`config.mk`:
```
export PLATFORM = sky130hd
export DESIGN_NAME = decode_issue_ctrl
export DESIGN_NICKNAME = d
export VERILOG_FILES = /design/src/rtl/decode_issue_ctrl.sv
export SDC_FILE = /design/constraint.sdc
export NUM_CORES = 1
export LEC_CHECK = 0
export CORE_ASPECT_RATIO = 1.5
export CORE_UTILIZATION = 51
export DETAILED_ROUTE_END_ITERATION = 8
export PLACE_DENSITY = 0.95
export SLEW_MARGIN = 5
export SYNTH_ARGS = -nofsm -noshare
export SYNTH_HDL_FRONTEND = slang
export SYNTH_SLANG_ARGS = --single-unit
```
`constraint.sdc`:
```
create_clock -name clk -period 9.65 [get_ports clk]
set_input_delay 2.895 -clock clk [delete_from_list [all_inputs] [get_ports clk]]
set_output_delay 2.895 -clock clk [all_outputs]
set_load 0.1 [all_outputs]
```
`src/rtl/decode_issue_ctrl.sv`:
```
// decode_issue_ctrl
//
// Issue controller that sits between pipeline_decode and the execute stage.
// It keeps a scoreboard of registers with a write in flight and stalls
// decode on RAW and WAW hazards. ECALL and FENCE are serialising: they wait
// until every in-flight write has retired before they issue. After an ECALL
// issues, nothing else issues until sys_done arrives.
//
// State table:
//   state    | meaning
//   RUN      | normal in-order issue
//   DRAIN    | serialising instruction held until the scoreboard is empty
//   SYS_WAIT | ECALL issued; blocking issue until sys_done
//
// Optional feature macro: ISSUE_STALL_COUNTERS_EN
//   defined   -> stall_cycles / sys_cycles are saturating counters
//   undefined -> both counters are tied to 0 and no counter flops are built
//
// Ports:
//   clk, reset            pipeline clock, synchronous active-high reset
//   dec_*                 instruction currently held by decode
//   next_stage_ready      execute can accept this cycle
//   wb_valid, wb_reg      register write retiring this cycle
//   sys_done              one-cycle pulse, ECALL handling finished
//   issue                 instruction accepted into execute this cycle
//   dec_stall             decode must hold its instruction
//   pending_mask          registered scoreboard
//   state                 RUN=0, DRAIN=1, SYS_WAIT=2
//   stall_cycles          cycles with dec_stall high
//   sys_cycles            cycles with state != RUN

module decode_issue_ctrl #(
    parameter int NUM_REGS  = 32,
    parameter int REG_W     = 5,
    parameter int CNT_WIDTH = 32
) (
    input  logic                 clk,
    input  logic                 reset,
    input  logic                 dec_valid,
    input  logic [REG_W-1:0]     dec_r1_reg,
    input  logic [REG_W-1:0]     dec_r2_reg,
    input  logic                 dec_uses_r1,
    input  logic                 dec_uses_r2,
    input  logic [REG_W-1:0]     dec_dst_reg,
    input  logic                 dec_writes_dst,
    input  logic                 dec_ecall,
    input  logic                 dec_fence,
    input  logic                 next_stage_ready,
    input  logic                 wb_valid,
    input  logic [REG_W-1:0]     wb_reg,
    input  logic                 sys_done,
    output logic                 issue,
    output logic                 dec_stall,
    output logic [NUM_REGS-1:0]  pending_mask,
    output logic [1:0]           state,
    output logic [CNT_WIDTH-1:0] stall_cycles,
    output logic [CNT_WIDTH-1:0] sys_cycles
);

    typedef enum logic [1:0] {
        RUN      = 2'd0,
        DRAIN    = 2'd1,
        SYS_WAIT = 2'd2
    } state_e;

    state_e              state_q, state_d;
    logic [NUM_REGS-1:0] pending_q, pending_d;

    logic [NUM_REGS-1:0] clr, set, eff;
    logic                raw_hazard, waw_hazard, hazard;
    logic                serial, eff_empty;
    logic                issue_c;

    // A retiring write is removed before the hazard check so a dependent
    // instruction can issue in the same cycle as its producer's writeback.
    assign clr = wb_valid ? (NUM_REGS'(1) << wb_reg) : '0;
    assign eff = pending_q & ~clr;
    assign eff_empty = (eff == '0);

    // x0 is excluded explicitly even though its scoreboard bit is never set.
    assign raw_hazard = (dec_uses_r1 && (dec_r1_reg != '0) && eff[dec_r1_reg]) ||
                        (dec_uses_r2 && (dec_r2_reg != '0) && eff[dec_r2_reg]);
    assign waw_hazard = dec_writes_dst && (dec_dst_reg != '0) && eff[dec_dst_reg];
    assign hazard     = raw_hazard | waw_hazard;
    assign serial     = dec_ecall | dec_fence;

    always_comb begin
        issue_c = 1'b0;
        state_d = state_q;
        case (state_q)
            RUN: begin
                if (dec_valid) begin
                    if (serial) begin
                        if (eff_empty && next_stage_ready) begin
                            issue_c = 1'b1;
                            if (dec_ecall) state_d = SYS_WAIT;
                        end else if (!eff_empty) begin
                            state_d = DRAIN;
                        end
                    end else begin
                        issue_c = next_stage_ready & ~hazard;
                    end
                end
            end
            DRAIN: begin
                if (dec_valid && eff_empty && next_stage_ready) begin
                    issue_c = 1'b1;
                    state_d = dec_ecall ? SYS_WAIT : RUN;
                end
            end
            SYS_WAIT: begin
                if (sys_done) state_d = RUN;
            end
            default: state_d = RUN;
        endcase
        if (reset) begin
            issue_c = 1'b0;
            state_d = RUN;
        end
    end

    // Set is applied after clear so a same-cycle release and re-issue of the
    // same register leaves it pending.
    assign set = (issue_c && dec_writes_dst && (dec_dst_reg != '0))
                 ? (NUM_REGS'(1) << dec_dst_reg) : '0;
    assign pending_d = eff | set;

    always_ff @(posedge clk) begin
        if (reset) begin
            state_q   <= RUN;
            pending_q <= '0;
        end else begin
            state_q   <= state_d;
            pending_q <= pending_d;
        end
    end

    assign issue        = issue_c;
    assign dec_stall    = dec_valid & ~issue_c;
    assign pending_mask = pending_q;
    assign state        = state_q;

`ifdef ISSUE_STALL_COUNTERS_EN
    logic [CNT_WIDTH-1:0] stall_cnt_q, sys_cnt_q;

    always_ff @(posedge clk) begin
        if (reset) begin
            stall_cnt_q <= '0;
            sys_cnt_q   <= '0;
        end else begin
            if (dec_stall && !(&stall_cnt_q)) stall_cnt_q <= stall_cnt_q + 1'b1;
            if ((state_q != RUN) && !(&sys_cnt_q)) sys_cnt_q <= sys_cnt_q + 1'b1;
        end
    end

    assign stall_cycles = stall_cnt_q;
    assign sys_cycles   = sys_cnt_q;
`else
    assign stall_cycles = '0;
    assign sys_cycles   = '0;
`endif

endmodule

```
; After elaboration in Yosys (flattened, before gate mapping)
; Index checks and enable logic that the tools add are counted.
; Widths: inputs -> output; s select.
[op_classes]
n_reduce_logical = 18
magnitude_cmp = 3
n_addsub = 0
n_eq_ne = 8
mux = 23
multipliers = 0
shifts = 2
div = 0
n_bitwise = 9
[op_table]
columns = op, count
row1 = $mux 32, 2
row2 = $shl 1x5->32 const A, 2
row3 = $and 32x32->32, 1
row4 = $logic_not 32->1, 1
row5 = $not 32->32, 1
row6 = $or 32x32->32, 1
row7 = $lt 5x6->1 const B, 3
row8 = $mux 2, 8
row9 = $bmux 1 s5, 3
row10 = $reduce_bool 5->1, 3
row11 = $logic_and 1x1->1, 11
row12 = $mux 1, 8
row13 = $ne 2x2->1 const B, 4
row14 = $ne 3x3->1 const B, 2
row15 = $pmux 2 s3, 1
row16 = $reduce_and 6->1, 1
row17 = $and 1x1->1, 2
row18 = $eq 2x1->1 const B, 1
row19 = $eq 2x2->1 const B, 1
row20 = $logic_not 2->1, 1
row21 = $not 1->1, 2
row22 = $or 1x1->1, 2
row23 = $pmux 1 s2, 1
row24 = $logic_or 1x1->1, 1
[totals]
latch_bits = 0
mem_bits_ro = 0
ff_bits = 34
out_inout_bits = 100
ramBits = 0
n_memories = 0

; Depth between registers and ports, before layout
; Gate-level depths: netlist of run 1.
[depth]
word_depth = 19
depth_mapped = 11

; Least setup slack after synthesis of run 1
; No wires, ideal clock.
[synth_path]
kind = input-to-output
start = input wb_reg[1]
end = output dec_stall
t_required_ns = 6.755
path_slack_ns = 1.255
t_arrival_ns = 5.500
path_buffers = 2
path_stages = 10
path_cell_list = buf_4 nand2b_2 buf_4 o21ai_1 mux4_2 o221ai_1 nand2_1 or3_1 o2111ai_1 and3_1
[synth_via]
elab_chain_len = 17
elab_cells_between_ends = 29
classes_between = 1 x shift / 13 x mux / 7 x bitwise / 8 x reduce/logical
[synth_lines]
columns = item, line_no
row1 = from (decl), 50  ; input logic [REG_W-1:0] wb_reg,
row2 = $shl 1x5->32 (*), 76  ; assign clr = wb_valid ? (NUM_REGS'(1) << wb_reg) : '0;
row3 = $mux 32 (*), 76
row4 = $not 32->32 (*), 77  ; assign eff = pending_q & ~clr;
row5 = $and 32x32->32 (*), 77
row6 = $bmux 1 s5 (on tied branches), "81, 82"
row7 = $mux 1 (on tied branches), "81, 82"
row8 = $logic_and 1x1->1 (on tied branches), "81, 82"
row9 = $logic_or 1x1->1, 81  ; assign raw_hazard = (dec_uses_r1 && (dec_r1_reg != '0) && eff[dec_r1_reg]) ||
row10 = $or 1x1->1, 84  ; assign hazard = raw_hazard | waw_hazard;
row11 = $not 1->1, 101  ; issue_c = next_stage_ready & ~hazard;
row12 = $and 1x1->1, 101
row13 = $mux 1, 93  ; if (serial) begin
row14 = $mux 1, 92  ; if (dec_valid) begin
row15 = $pmux 1 s2 (*), 90  ; case (state_q)
row16 = $mux 1 (*), 116  ; if (reset) begin
row17 = $not 1->1 (*), 139  ; assign dec_stall = dec_valid & ~issue_c;
row18 = $and 1x1->1 (*), 139
row19 = to (decl), 53  ; output logic dec_stall,
; Mark *: on every way between the ends. The rest lies on a longest branch, timed or not. The select of a mux whose other input is x is not followed.

; Final worst setup path of run 1
[layout_path]
start = input wb_reg[0]
end = output dec_stall
; Same word-level chain as after synthesis.

==> metrics, run 1 <==
clk_lat worst skew 0.29 ns; post-route ant nets 0; worst clock skew 0.00219 ns; worst hold path stage count 1; Yosys cell types 86; share of the synthesized area in the top cell type 16.9%; reg-to-reg setup timing slack 6.63 ns; total CTS buffers 5; Finish-stage setup viols 0; FMAX 109 MHz; Mapped Area 4030 um2; # IOs 131; Setup WS pre-CTS 0.552 ns; CTS tree done; Tot Pwr 521 uW; global route overflow 0; first-pass GRT wire length 20700 um; hold_sp state[1]$_SDFFE_PP0P_; post_cts resized 0; Max FO, Critical Path 15; top post-synthesis cells by area dfxtp_1 17%, buf_4 13%, o21ai_1 4.8%, nand2_1 4.3%, nor2_1 3.9%; status complete, no violations; Async SR Flop Fraction 0%; initial antenna violation count 0; crit path DAT 6.32 ns; Worst Slack Setup Final 0.434 ns; Ant. Diodes 0; pin count of the biggest net entering global routing 33; die height 111 um; gpl congestion 1.00; Nets 598; Maximum Capacitance Violations 0; Initial DRC Count 536; CP max stage delay 0.70 ns; worst rel slew slack 33.4%; r2r startpoint pending_mask[21]$_SDFF_PP0_; Core Rows 39; number of synthesized flops with an enable pin 0; # hold bufs at CTS 0; Hold/Removal Path Class flip-flop to flip-flop; Max clock buf depth 2; Fin Setup TNS 0 ns; layout cells sized above 1 10.4%; crit-path cells clkdlybuf4s50_1, nand2b_1, buf_4, o21ai_1, mux4_2, nor2_1, nor4b_1, or3_1, o2111ai_1, and3_1, buf_12; DR DRC count 0; Sink Count 34; via count 4354; average routed wire per standard cell 20.3 um; DRT Pass-1 Iters 5; postcts setup bufs 0; Area Growth Syn to Fin 14.8%; CP Launch Type input port; worst vdd ir 0.000143 V; drt total wl 13600 um; Synth Flop Type dfxtp_1; hold endpoint state[0]$_SDFFE_PP0P_; cell with the most instances after synthesis buf_4; Initial Util 52.9%; Tmin final 9.22 ns; Post-synth top cells 68 x buf_4, 46 x nand2_1, 42 x nor2_1; Core ar. 7610 um2; worst reg-to-reg path cell count 8; CP Data Required Time 6.76 ns; sequential element share of the synthesized area 16.9%; final hold vios 0; Worst path slowest cell clkdlybuf4s50_1; Tcrit/Tclk final 95.5%; clk slew on worst S/H paths 0.05 ns; Yosys warning count 0; Die Wd 74.6 um; leak pwr 0.00167 uW; Power Density 113 nW/um2; Cells after Synth 528; IO Port Bufs 66; CP Class input port to output port; synthesized flop and latch total 34; CTS root buf clkbuf_16; Worst Tran Pin Value 0.996 ns; die area 8270 um2; critical path endpoint category output port; Slew Limit Fails 0; GRT Resource Usage Total 32.8%; reg2reg end pending_mask[3]$_SDFF_PP0_; RSZ-0062 raised after global routing false; CP bufs+invs 3; kind of cell adding the most delay to the critical path simple AND/OR/NAND/NOR gates; cell taking the most area after synthesis dfxtp_1; Mapped Avg Cell Area 7.63 um2; Via density 6.50; Clock H-tree levels 2; vias in the first global route 3933; HPWL Detailed 10100 um
[layer usage]
metal  GRT usage, %  wire, um  vias to the layer above
met4           19.0       682                        0
met2           52.9      6570                      345
li1               -         -                     1939
met3           4.00      1240                       65
met5              0         0                        -
met1           40.6      5080                     2005
[logic make-up after synthesis]
family	count (synthesis)	share of synthesized area [%]
AND/OR/NAND/NOR	173	24.5
AO/OA/AOI/OAI	166	30.9
buffers and inverters	121	18.0
flip-flops	34	16.9
multiplexers	29	8.79
XOR/XNOR	4	0.869
other	1	0.0930
[where the power goes]
part	switching (uW)	total, uW	internal [uW]
Combinational	180	218	38.1
Sequential	1.18	143	141
Clock	58.4	161	102
[worst max path at each step]
stage	from	end	slack [ns]	cells past startpoint
6_report	wb_reg[0]	dec_stall	0.43	11
5_1_grt	wb_reg[0]	dec_stall	0.34	10
4_1_cts	wb_reg[0]	dec_stall	0.54	11
3_5_place_dp	wb_reg[0]	dec_stall	0.55	11
3_3_place_gp	wb_reg[0]	dec_stall	0.58	11
2_1_floorplan	wb_reg[1]	dec_stall	1.26	10
[worst register-to-register path, delay by kind of cell, from the launching register on]
| family | cells | cell delay [ns] |
|---|---|---|
| flops | 1 | 0.40 |
| mux | 1 | 0.32 |
| simple gates | 2 | 0.54 |
| compound gates | 5 | 1.66 |
[state kept, by name, summed over array words and instances, names as in the netlist]
name          flops
pending_mask     32
state             2
[area by class of cell]
class,count,area (um2)
Timing Repair Buffer,76,756
Tap cell,102,128
Inverter,14,52.6
Sequential cell,34,681
Multi-Input combinational cell,436,2860
Clock inverter,1,5.00
Fill cell,691,2990
Clock buffer,7,143
[through the flow]
stage	hold slack [ns]	cell area, um2	std cells	util (%)
2_1_floorplan	0.977	4270	591	-
3_3_place_gp	0.524	4480	662	58.8
3_5_place_dp	0.532	4480	662	58.8
4_1_cts	0.546	4630	670	60.8
5_1_grt	0.591	4630	670	60.8
6_report	0.548	4630	670	60.8
[layout by cell type (no fill, tap or decap), types with 14 or more instances in the layout]
cell type,instances
clkdlybuf4s50_1,64
a31oi_1,22
o21ai_1,39
nor2_1,42
nor3_1,16
nand2_1,46
conb_1,64
mux2i_1,14
o21ai_0,15
dfxtp_1,34
No activity file was read; power rests on OpenSTA's default activity.
==> run 2: changes to the inputs <==
- CAP_MARGIN: unset -> 0
==> results of run 2 <==
Final layout, timing and power as in run 1 (identical DEF).
